--- config.mk ---
export PLATFORM = sky130hd
export DESIGN_NAME = mac_seq
export DESIGN_NICKNAME = d
export VERILOG_FILES = /design/src/rtl/mac_pkg.sv /design/src/rtl/mac_seq_drain.sv /design/src/rtl/mac_seq.sv
export SDC_FILE = /design/constraint.sdc
export NUM_CORES = 1
export LEC_CHECK = 0
export CORE_MARGIN = 2
export CORE_UTILIZATION = 31
export CTS_CLUSTER_DIAMETER = 50
export CTS_CLUSTER_SIZE = 10
export DETAILED_ROUTE_END_ITERATION = 10
export GPL_TIMING_DRIVEN = 0
export MAX_ROUTING_LAYER = met4
export SLEW_MARGIN = 20
export SYNTH_ARGS = -nofsm -noshare
export SYNTH_HDL_FRONTEND = slang
export SYNTH_SLANG_ARGS = --single-unit
--- constraint.sdc ---
create_clock -name clk -period 5.8 [get_ports clk]
set_input_delay 0.87 -clock clk [delete_from_list [all_inputs] [get_ports clk]]
set_output_delay 0.87 -clock clk [all_outputs]
set_load 0.05 [all_outputs]
--- src/rtl/mac_pkg.sv ---
// Shared types for the MAC array sequencer: lane geometry, packed operand/result vectors,
// and the sequencer FSM state encoding.
package mac_pkg;

  localparam int unsigned Lanes = 4;
  localparam int unsigned OpW   = 8;
  localparam int unsigned ResW  = 32;
  localparam int unsigned IdxW  = $clog2(Lanes);

  typedef logic [Lanes*OpW-1:0]  op_vec_t;
  typedef logic [Lanes*ResW-1:0] res_vec_t;
  typedef logic [ResW-1:0]       res_word_t;

  typedef enum logic [1:0] {
    StIdle,
    StStart,
    StWait,
    StDrain
  } seq_state_e;

  // Extract result lane idx (o0 lives in the least significant word).
  function automatic res_word_t res_lane(input res_vec_t v, input logic [IdxW-1:0] idx);
    return v[idx*ResW +: ResW];
  endfunction

endpackage

--- src/rtl/mac_seq_drain.sv ---
// Four-entry result capture and serializer: loads all lanes at once and streams them out
// as valid/ready beats, flagging the final lane with last_o.
module mac_seq_drain
  import mac_pkg::*;
(
  input  logic      clk_i,
  input  logic      rst_i,
  input  logic      load_i,
  input  res_vec_t  load_data_i,
  input  logic      en_i,
  input  logic      ready_i,
  output logic      valid_o,
  output res_word_t data_o,
  output logic      last_o,
  output logic      done_o
);

  res_word_t         cap_q [Lanes];
  logic [IdxW-1:0]   idx_q;
  logic              at_last;

  always_ff @(posedge clk_i) begin
    if (rst_i) begin
      for (int i = 0; i < Lanes; i++) cap_q[i] <= '0;
      idx_q <= '0;
    end else if (load_i) begin
      for (int i = 0; i < Lanes; i++) cap_q[i] <= res_lane(load_data_i, IdxW'(i));
      idx_q <= '0;
    end else if (en_i && ready_i) begin
      idx_q <= idx_q + 1'b1;
    end
  end

  assign at_last = (idx_q == IdxW'(Lanes - 1));

  // Outputs are gated so nothing stale leaks out between jobs.
  always_comb begin
    valid_o = en_i;
    data_o  = en_i ? cap_q[idx_q] : '0;
    last_o  = en_i && at_last;
    done_o  = en_i && ready_i && at_last;
  end

endmodule

--- src/rtl/mac_seq.sv ---
// Host-side sequencer for the 4-lane int8 MAC array: accepts a job, pulses start, waits for
// done, then drains four result beats. Define MAC_SEQ_TIMEOUT_EN for the done-wait timeout.
module mac_seq
  import mac_pkg::*;
#(
  parameter int unsigned CNT_W       = 16,
  parameter int unsigned TIMEOUT_CYC = 1024
) (
  input  logic             clk,
  input  logic             rst,
  input  logic             in_valid,
  output logic             in_ready,
  input  op_vec_t          in_a,
  input  op_vec_t          in_b,
  output logic             res_valid,
  input  logic             res_ready,
  output res_word_t        res_data,
  output logic             res_last,
  output logic             acc_start,
  output op_vec_t          acc_a,
  output op_vec_t          acc_b,
  input  logic             acc_done,
  input  res_vec_t         acc_o,
  output logic             busy,
  output logic [CNT_W-1:0] jobs_done,
  output logic             err
);

  if (TIMEOUT_CYC == 0) begin : g_bad_timeout
    $error("mac_seq: TIMEOUT_CYC must be at least 1");
  end

  seq_state_e       state_q, state_d;
  op_vec_t          acc_a_q, acc_b_q;
  logic [CNT_W-1:0] jobs_q;
  logic             cap_load;
  res_vec_t         cap_data;
  logic             drain_done;

`ifdef MAC_SEQ_TIMEOUT_EN
  localparam int unsigned WaitW = $clog2(TIMEOUT_CYC + 1);
  logic [WaitW-1:0] wait_cnt_q;
  logic             timeout;
  logic             err_q;
`endif

  always_comb begin
    state_d  = state_q;
    cap_load = 1'b0;
    cap_data = acc_o;
`ifdef MAC_SEQ_TIMEOUT_EN
    timeout  = 1'b0;
`endif
    unique case (state_q)
      StIdle:  if (in_valid) state_d = StStart;
      StStart: state_d = StWait;
      StWait: begin
        if (acc_done) begin
          cap_load = 1'b1;
          state_d  = StDrain;
`ifdef MAC_SEQ_TIMEOUT_EN
        end else if (wait_cnt_q == WaitW'(TIMEOUT_CYC - 1)) begin
          // Emit four zero beats so the host still sees a complete job.
          cap_load = 1'b1;
          cap_data = '0;
          timeout  = 1'b1;
          state_d  = StDrain;
`endif
        end
      end
      StDrain: if (drain_done) state_d = StIdle;
      default: state_d = StIdle;
    endcase
  end

  always_ff @(posedge clk) begin
    if (rst) begin
      state_q <= StIdle;
      acc_a_q <= '0;
      acc_b_q <= '0;
      jobs_q  <= '0;
    end else begin
      state_q <= state_d;
      if (state_q == StIdle && in_valid) begin
        acc_a_q <= in_a;
        acc_b_q <= in_b;
      end
      if (drain_done) jobs_q <= jobs_q + 1'b1;
    end
  end

`ifdef MAC_SEQ_TIMEOUT_EN
  always_ff @(posedge clk) begin
    if (rst) begin
      wait_cnt_q <= '0;
      err_q      <= 1'b0;
    end else begin
      if (state_q == StStart)     wait_cnt_q <= '0;
      else if (state_q == StWait) wait_cnt_q <= wait_cnt_q + 1'b1;
      if (timeout) err_q <= 1'b1;
    end
  end

  assign err = err_q;
`else
  assign err = 1'b0;
`endif

  mac_seq_drain u_drain (
    .clk_i       (clk),
    .rst_i       (rst),
    .load_i      (cap_load),
    .load_data_i (cap_data),
    .en_i        (state_q == StDrain),
    .ready_i     (res_ready),
    .valid_o     (res_valid),
    .data_o      (res_data),
    .last_o      (res_last),
    .done_o      (drain_done)
  );

  // in_ready is held low while rst is asserted, even though state is already idle.
  assign in_ready  = (state_q == StIdle) && !rst;
  assign acc_start = (state_q == StStart);
  assign busy      = (state_q != StIdle);
  assign acc_a     = acc_a_q;
  assign acc_b     = acc_b_q;
  assign jobs_done = jobs_q;

endmodule
Word level (Yosys, flattened, before mapping). Memories as Yosys holds them, arrays and structs flattened. A register that Yosys moved wholly into a read port is not among the register bits. Index checks and enable logic that the tools add are counted.

Input bits: 197. Bits in registers: 84. RAM bits: 128. Logic and storage cells: 47. Output and inout bits: 118. Memories: 1.

Bitwise gates (word level): 4. Eq/ne operators: 7. Reduce and logical (&&, ||, !) cells: 10. Multiplexer cells: 18. Add/sub/neg operators: 2.

Memories: u_drain.cap_q (words 4, bits a word 32, read ports 1, clocked after memory_dff 1, write ports 4, RTL line mac_seq_drain.sv:18) `res_word_t cap_q [Lanes];`.

Operators with widths (number): $mux 32 (5); $add 16x1->16 const B (1); $mux 2 (5); $pmux 2 s4 (1); $mux 1 (7); $eq 2x2->1 const B (3); $ne 2x2->1 const B (3); $logic_and 1x1->1 (5); $or 1x1->1 (4); $reduce_and 3->1 (1); $add 2x1->2 const B (1); $eq 2x1->1 const B (1); $logic_not 2->1 (1); $reduce_bool 2->1 (1); $reduce_or 2->1 (1); $logic_not 1->1 (1).

Logic depth before layout (Yosys ltp). Gate-level depths: netlist of the first run.

Word-level depth: 6. Gate-level depth with buffers: 7. Gate-level depth less buffers: 6.

Modules after synthesis. A second synthesis of the first run with hierarchy kept.

Cell total of the unflattened synthesis: 783. Area, all modules: 9019.9 um2.

By module, submodules not included: mac_seq_drain (instances 1, area each 5919.4 um2, sequential area each 3923.8 um2, cells each 398); mac_seq (instances 1, area each 3100.5 um2, sequential area each 1641.6 um2, cells each 385).

Worst setup path before layout of the first run. OpenSTA, ideal clock, no wires.

Path kind: input-to-reg. Start: input port rst. End: memory u_drain.cap_q[0][0] (netlist name), enable pin. Slack: 1.022 ns. Library setup time: 0.512 ns. Data required time: 5.288 ns. Stages on the path: 2. Arrival time: 4.265 ns. Buffers on the path: 1. Cells stage by stage: clkbuf_1 nand2b_1.

RTL lines: from (decl) (RTL line mac_seq.sv:10) `input logic rst,`; to (decl) (RTL line mac_seq_drain.sv:18).

Final worst setup path of the first run.
Start: register state_q[0]. End: output port res_data[21].

Cells in the longest elaborated chain, start to end: 2.

RTL lines: from (decl) (RTL line mac_seq.sv:33) `seq_state_e state_q, state_d;`; from (signal assigned) (RTL line mac_seq.sv:78) `state_q <= StIdle;`; from (signal assigned) (RTL line mac_seq.sv:83) `state_q <= state_d;`; $eq 2x2->1 (RTL line mac_seq.sv:114) `.en_i (state_q == StDrain),`; $mux 32 (RTL line mac_seq_drain.sv:39) `data_o = en_i ? cap_q[idx_q] : '0;`; to (decl) (RTL line mac_seq.sv:17) `output res_word_t res_data,`.

Every way passes these cells.

==> results of run 1 <==
layout make-up:
cell class	count	share of cell area, %
Inverter	7	0.1944
Buffer	48	1.500
Timing Repair Buffer	314	23.52
Clock buffer	37	5.898
Clock inverter	11	0.8055
Sequential cell	214	41.18
Antenna cell	6	0.1111
Multi-Input combinational cell	473	23.24
Tap cell	384	3.555
synth_stat cells, types with 2 or more instances:
cell type    n  area share [%]
dfxtp_1     86              19
a21oi_1     70             3.9
mux4_2      32             8.1
or3_1        4            0.28
nor2b_1      3            0.21
nor2_1      19            0.80
buf_4        4            0.34
and4_1       2            0.20
ha_1         6            0.84
nand2b_1     2            0.14
edfxtp_1   128              43
buf_2        6            0.34
inv_1        7            0.29
mux2_1       2            0.25
nand2_1    135             5.7
nand3_1      6            0.34
buf_1        9            0.38
clkbuf_1    29             1.2
o21ai_0      4            0.22
and2_1     161              11
xor2_1       5            0.49
nor3_1       3            0.17
mux2i_1      2            0.22
nand4_1      3            0.21
xnor2_1      3            0.29
sequential cells by signal, summed over array words and instances (netlist names), named ones only:
name,count
u_drain.cap_q,128
acc_a,32
acc_b,32
jobs_done,16
state_q,2
u_drain.idx_q,2
through the flow:
stage	util [%]	area (µm²)	std cells	worst slack [ps]
after floorplan	-	8927	742	1022
after global placement	43.89	12530	1438	-620.6
after detailed placement	44.11	12590	1440	1930
after CTS	47.29	13500	1488	1670
after global routing	47.34	13510	1494	1519
final	47.34	13510	1494	1799
critical path: stages (launching register included):
cell and delay, ps:
dfxtp_1 380, ha_1 300, clkbuf_1 430, clkbuf_1 410, and2_1 190, clkdlybuf4s50_1 860
logic make-up after synthesis:
family,after synthesis,share of synthesized area (%)
simple gates,344,20.31
flops,214,62.34
compound gates,77,4.443
buf+inv,55,2.565
mux,37,8.676
xor+xnor,8,0.7849
fa+ha+maj,6,0.8409
other cells,1,0.04201
routing by layer:
| metal | wire [µm] | vias to the layer above |
|---|---|---|
| met3 | 2383 | 40 |
| met1 | 9672 | 3147 |
| met2 | 12220 | 286 |
| met5 | 0 | - |
| met4 | 586 | 0 |
| li1 | - | 3250 |
how the worst min path moves through the flow:
stage	slack (ps)	start	depth (start not counted)	to
after floorplan	450	u_drain.idx_q[1]	2	flop
after global placement	440	acc_a[9]	2	acc_a[9]
after detailed placement	450	acc_a[26]	2	acc_a[26]
after CTS	450	acc_b[23]	2	acc_b[23]
after global routing	470	acc_b[29]	2	acc_b[29]
final	450	acc_b[13]	2	acc_b[13]
power groups by stage:
stage                     clock, mW  combinational (mW)  sequential [mW]
after floorplan                   0               0.520             2.26
after global placement            0                1.30             1.99
after detailed placement          0                1.32             1.97
after CTS                      1.71                1.33             1.94
after global routing           1.77                1.40             1.96
final                          1.67                1.31             1.94
==> impl_metrics.yaml, run 1 <==
timing:
  timing.hold.ws_ps: 451.0
  hold_viol: 0
  period_share_pct: 68.98
  finalCriticalPeriod_ps: 4001
  max-slew-margin-rel_pct: 49.56
  fin_worst_skew_ps: 12.44
  setup-violations-final: 0
  fmax_ghz: 0.2499
  max_slew.worst_pin.slew_ps: 753.8
  rsz0062_at_grt: "no"
  fin_tns_setup_ps: 0
  slew_viol_final: 0
final_layout:
  layout_commonest_cell: "clkdlybuf4s50_1"
  nets: 1291
  layout_common_cells: "clkdlybuf4s50_1 (312), and2_1 (161), nand2_1 (135), edfxtp_1 (128), dfxtp_1 (86)"
  seqCellArea_um2: 5565
  area.growth.synth_to_final_pct: 51.38
  multi_input_area_um2: 3141
  n_fill_cell: 2667
  drive_gt1_share_pct: 8.424
logic_synthesis:
  synth_nets: 945
  yosys_most_used_dff: "edfxtp_1"
  synthDistinctLibCells: 36
  synth_edf_count: 128
  ys_seq_elements: 214
  yosysSeqAreaShare_pct: 62.34
  syn-instance-count: 742
  synth_area_um2: 8927
  synth-async-reset-ratio_pct: 0
  syn_avg_cell_area_um2: 12.03
  yosys_warnings: 0
cts:
  clk_transition_reported_paths_ps: 50
  cts_tree: "built"
  cts_root_buf: "clkbuf_16"
  clk_path_buf_depth: 3
  post_cts_buffers: 0
  post_cts_resized: 0
  numClockSinks: 214
  cts_made_buffers: 30
  postCtsHoldBufs: 0
  htreeDepth: 1
  clock_latency_ps: 540
detailed_routing:
  postRouteWirelength_mm: 24.87
  drc: 0
  first_pass_iters: 7
  routedWlPerCell_um: 16.64
  vias: 6723
  routed_via_density: 4.500
  drt_iter0_drc: 398
  antenna_left: 0
worst_setup_path:
  cp-end-kind: "output port"
  cp.arrival_ps: 3130
  crit_end: "res_data[21]"
  crit_path_start_kind: "flop"
  worstPathRequired_ps: 4930
  worst-setup-path-type: "reg -> out"
  cp_max_fo: 10
  r2r-end: "acc_a[15]"
  r2r_slack_ps: 3660
  timing.critical_path.from: "state_q[0]"
  reg2regPathDepth: 7
  regToRegStartpoint: "state_q[0]"
power_and_ir_drop:
  power_frac_seq_pct: 39.5
  vdd_drop_max_mv: 0.1973
  switchingPower_mw: 1.546
  p_int_mw: 3.369
  pwr-share-clk_pct: 33.9
  p_per_area_nw_per_um2: 363.7
  p_leak_nw: 4.917
  swShare_pct: 31.45
  total_power_mw: 4.914
  p_comb_share_pct: 26.6
global_route:
  antenna_found_initial: 6
  grtUsageMet1_pct: 18.43
  grt_use_met3_pct: 5.658
  gr-max-usage-layer: "met2"
  use_met2_pct: 28.57
  overflow: 0
  grt_pass1_vias: 6893
  grt_start_max_net_pins: 53
  grt_pass1_wl_mm: 37.90
  grt_usage_pct: 16.61
placed_design:
  dp_hpwl_mm: 18.38
  numPortBuffers: 312
  gp_congestion: 0.8404
floorplanning:
  die_y_um: 173.7
  rows: 62
  start_util_pct: 31.27
  die_x_um: 173.7
  die_area_um2: 30170
  ioPinCount: 315
  core-area_um2: 28550
hold_path:
  hold_path.class: "reg -> reg"
status:
  status: "finished clean"
flow_run:
  cap_violations: 0
Note: power is estimated with default switching activity, not from simulation.
==> run 2: changes to the inputs <==
clock period = 4.05 ns   (was 5.8 ns; I/O delays follow)
==> impl_metrics.yaml, run 2 (same netlist as run 1, synthesis figures left out) <==
power_and_ir_drop:
  vdd_drop_max_mv: 0.3247
  p_leak_nw: 4.932
  p_per_area_nw_per_um2: 527.8
worst_setup_path:
  worst-setup-path-type: "reg -> out"
  crit_path_start_kind: "flop"
  cp-end-kind: "output port"
  regToRegStartpoint: "state_q[0]"
  worstPathRequired_ps: 3440
  timing.critical_path.from: "state_q[0]"
  cp.arrival_ps: 3060
  cp_max_fo: 10
final_layout:
  nets: 1291
  layout_common_cells: "clkdlybuf4s50_1 (312), and2_1 (161), nand2_1 (135), edfxtp_1 (128), dfxtp_1 (86)"
  top_register: "u_drain.cap_q"
  largest_reg_flops: 128
  area.growth.synth_to_final_pct: 51.72
  drive_gt1_share_pct: 8.605
  layout_commonest_cell: "clkdlybuf4s50_1"
  final_cell_area_um2: 13540
  n_fill_cell: 2663
cts:
  clk_transition_reported_paths_ps: 60
  numClockSinks: 214
  cts_tree: "built"
  post_cts_buffers: 0
  clock_latency_ps: 540
  cts_root_buf: "clkbuf_16"
  cts_made_buffers: 30
  clk_path_buf_depth: 3
  htreeDepth: 1
detailed_routing:
  dr_wl_met2_mm: 12.13
  vias: 6611
  routed_via_density: 4.428
  routedWlPerCell_um: 16.76
  antenna_left: 0
  drt_iter0_drc: 234
  highest_layer: "met4"
  route.met3.wl_mm: 2.207
  first_pass_iters: 5
  drc: 0
  wl_met1_mm: 10.05
  postRouteWirelength_mm: 25.03
timing:
  setup-violations-final: 0
  fin_tns_setup_ps: 0
  fmax_ghz: 0.2729
  fin_worst_skew_ps: 10.18
  period_share_pct: 90.48
  hold_viol: 0
  max-slew-margin-rel_pct: 52.58
  max_slew.worst_pin.slew_ps: 708.7
  rsz0062_at_grt: "no"
  finalCriticalPeriod_ps: 3664
  slew_viol_final: 0
status:
  status: "finished clean"
floorplanning:
  die_area_um2: 30170
  start_util_pct: 31.27
  die_y_um: 173.7
  core-area_um2: 28550
  rows: 62
  die_x_um: 173.7
  ioPinCount: 315
hold_path:
  hold_path.class: "reg -> reg"
  holdCritStartpoint: "acc_a[30]"
global_route:
  grt_usage_pct: 16.91
  grt_start_max_net_pins: 54
  overflow: 0
  grt_pass1_vias: 6861
  grt_pass1_wl_mm: 38.54
  antenna_found_initial: 3
placed_design:
  gp_congestion: 0.9070
  numPortBuffers: 312
  placed_area_um2: 12590
  dp_hpwl_mm: 18.43
flow_run:
  cap_violations: 0
[run 2: cell count changes in the layout (fill, tap and decap cells not counted), sizes merged]
| cell | change |
|---|---|
| clkinvlp | +1 |
| bufinv | +2 |
| inv | -2 |
| diode | -1 |
| clkbuf | -1 |
[run 2: cell type report]
| class | instances | area (µm²) | area share [%] |
|---|---|---|---|
| well taps | 384 | 480.5 | 3.547 |
| clock buffers | 36 | 783.3 | 5.783 |
| inverters | 7 | 26.28 | 0.1940 |
| multi-input cells | 473 | 3141 | 23.19 |
| clock inverters | 12 | 161.4 | 1.192 |
| diodes | 5 | 12.51 | 0.09238 |
| flip-flops and latches | 214 | 5565 | 41.09 |
| repair buffers | 314 | 3171 | 23.41 |
| plain buffers | 48 | 203.9 | 1.506 |
[run 2: where the power goes]
group | leakage (nW) | total [mW] | switching [mW] | internal (mW)
Combinational | 2.45 | 1.88 | 1.17 | 0.708
Sequential | 2.03 | 2.78 | 0.115 | 2.67
Clock | 0.451 | 2.49 | 0.939 | 1.55
[run 2: worst paths after layout]
| check | to | slack (ps) | cells after the start |
|---|---|---|---|
| setup / recovery | res_data[3] | 390 | 5 |
| hold / removal | acc_a[30] | 450 | 2 |
| setup reg to reg | u_drain.cap_q[2][11] | 1850 | 6 |
| hold reg to reg | acc_a[30] | 450 | 2 |
[run 2: metal layers]
metal	global-route usage [%]	up-vias
li1	-	3243
met1	19.47	3053
met2	28.68	275
met3	5.110	40
met4	4.692	0
met5	-	-
[run 2: critical path, stage by stage, from the launching register on]
cell,delay [ps]
dfxtp_1,400
ha_1,320
clkbuf_2,300
clkbuf_1,420
and2_1,200
clkdlybuf4s50_1,870
[run 2: per-stage QoR]
stage / std cells / power (mW) / setup slack (ps) / hold slack [ps] / utilization [%]
2_1_floorplan: 742 / 3.968 / 1075 / 454.1 / -
3_3_place_gp: 1438 / 4.704 / 135.5 / 441.3 / 43.90
3_5_place_dp: 1440 / 4.732 / 683.2 / 446.1 / 44.09
4_1_cts: 1488 / 7.251 / 116.5 / 453.5 / 47.40
5_1_grt: 1491 / 7.468 / 200.0 / 471.4 / 47.43
6_report: 1493 / 7.149 / 385.6 / 451.8 / 47.44
[run 2: timing repair]
item | 4_1_cts | 5_1_grt
hold buffers | 0 | 0
setup endpoints to repair | 0 | 1
gates resized for setup | 0 | 2
endpoints found under the hold margin | 0 | 0
==> run 3: changes to the inputs <==
REMOVE_ABC_BUFFERS = 1   (was not set)
==> impl_metrics.yaml, run 3 (same netlist as run 1, synthesis figures left out) <==
status:
  status: "finished clean"
cts:
  post_cts_resized: 0
  cts_root_buf: "clkbuf_16"
  clock_latency_ps: 550
  post_cts_buffers: 0
  htreeDepth: 1
  cts_made_buffers: 30
  numClockSinks: 214
  clk_transition_reported_paths_ps: 50
  cts_tree: "built"
  clk_path_buf_depth: 3
  postCtsHoldBufs: 0
detailed_routing:
  routedWlPerCell_um: 16.01
  routed_via_density: 4.399
  antenna_left: 0
  postRouteWirelength_mm: 23.31
  drt_iter0_drc: 310
  vias: 6405
  first_pass_iters: 4
  drc: 0
worst_setup_path:
  worst-setup-path-type: "reg -> out"
  cpMaxStageDelayCell: "dfxtp_2"
  worstPathRequired_ps: 3440
  cp_max_fo: 17
  cp.arrival_ps: 2700
  critPathMaxStageDelay_ps: 720
  crit_path_start_kind: "flop"
  cp-end-kind: "output port"
  path_delay_family: "buffers and inverters"
  crit_buf_inv: 2
  crit_chain: "buf_16 -> mux4_2 -> and2_1 -> clkdlybuf4s50_1"
hold_path:
  hold_path.class: "reg -> reg"
final_layout:
  multi_input_area_um2: 3166
  seqCellArea_um2: 5570
  layout_commonest_cell: "clkdlybuf4s50_1"
  drive_gt1_share_pct: 9.439
  n_fill_cell: 2678
  stdcell_count: 1456
  top_register: "u_drain.cap_q"
  largest_reg_flops: 128
  final_cell_area_um2: 13570
  layout_common_cells: "clkdlybuf4s50_1 (312), and2_1 (161), nand2_1 (134), edfxtp_1 (128), dfxtp_1 (84)"
  area.growth.synth_to_final_pct: 51.96
  nets: 1254
timing:
  max-slew-margin-rel_pct: 52.35
  rsz0062_at_grt: "no"
  period_share_pct: 81.67
  fin_tns_setup_ps: 0
  timing.hold.ws_ps: 451.1
  setup-violations-final: 0
  setup_slack_ps: 742.6
  hold_viol: 0
  fin_worst_skew_ps: 25.09
  finalCriticalPeriod_ps: 3307
  max_slew.worst_pin.slew_ps: 714.2
  slew_viol_final: 0
  fmax_ghz: 0.3023
placed_design:
  numPortBuffers: 313
  placed_area_um2: 12670
  gp_congestion: 0.7551
  placed_cells: 1403
  dp_hpwl_mm: 16.58
  pre_cts_ws_ps: 1223
global_route:
  use_met2_pct: 26.53
  antenna_found_initial: 2
  grt_use_met3_pct: 4.211
  gr-max-usage-layer: "met2"
  grtUsageMet1_pct: 17.38
  grt_pass1_vias: 6291
  grt_usage_pct: 15.39
  grt_start_max_net_pins: 65
  grt_pass1_wl_mm: 35.52
  overflow: 0
floorplanning:
  die_area_um2: 30170
  rows: 62
  die_x_um: 173.7
  start_util_pct: 31.27
  die_y_um: 173.7
  ioPinCount: 315
  core-area_um2: 28550
flow_run:
  cap_violations: 0
power_and_ir_drop:
  p_leak_nw: 4.939
  p_per_area_nw_per_um2: 516.7
  vdd_drop_max_mv: 0.3144
[run 3: cell count changes in the layout (fill, tap and decap cells not counted), moves of 3 or more]
cell       before  now
buf_2           6    0
bufinv_16       3    0
clkinv_2        1    6
buf_4           4    1
diode_2         5    2
clkinv_1        1    4
clkbuf_1       33    5
buf_12          1    5
buf_16          1    7
buf_1           9    0
[run 3: final cells by class]
class	count	share of cell area [%]
multi-input combinational	473	23.34
clock inverter	14	0.6364
inverter	7	0.1937
sequential	214	41.06
antenna	2	0.03689
tap	384	3.542
timing repair buffer	325	25.24
clock buffer	37	5.958
[run 3: final timing paths]
check | start | end | slack [ps] | cells past startpoint
hold / removal | acc_b[22] | acc_b[22] | 450 | 2
hold reg to reg | acc_b[22] | acc_b[22] | 450 | 2
setup / recovery | flop | res_data[18] | 740 | 4
setup reg to reg | state_q[0] | jobs_done[15] | 1780 | 6
[run 3: power by group]
part           switching, mW  leakage, nW  internal [mW]
sequential             0.109         2.03           2.66
clock                  0.936        0.441           1.40
combinational           1.15         2.46          0.750
[run 3: stage by stage]
stage               utilization, %  power (mW)
finish                       47.52       7.009
global route                 47.52       7.317
CTS                          47.50       7.110
detailed placement           44.37       4.740
global placement             43.22       4.670
floorplan                        -       3.933
[run 3: worst min-delay path, delay by kind of cell, from the launching register on]
| family | cells | cell delay, ps |
|---|---|---|
| and+or+nand+nor | 1 | 50 |
| AOI/OAI and AO/OA | 1 | 50 |
| DFF | 1 | 300 |
[run 3: routing by layer]
metal  vias up  routed length [µm]
met5         -                   0
met4         0                 711
met3        42                1654
met2       189               11670
met1      2998                9271
li1       3176                   -
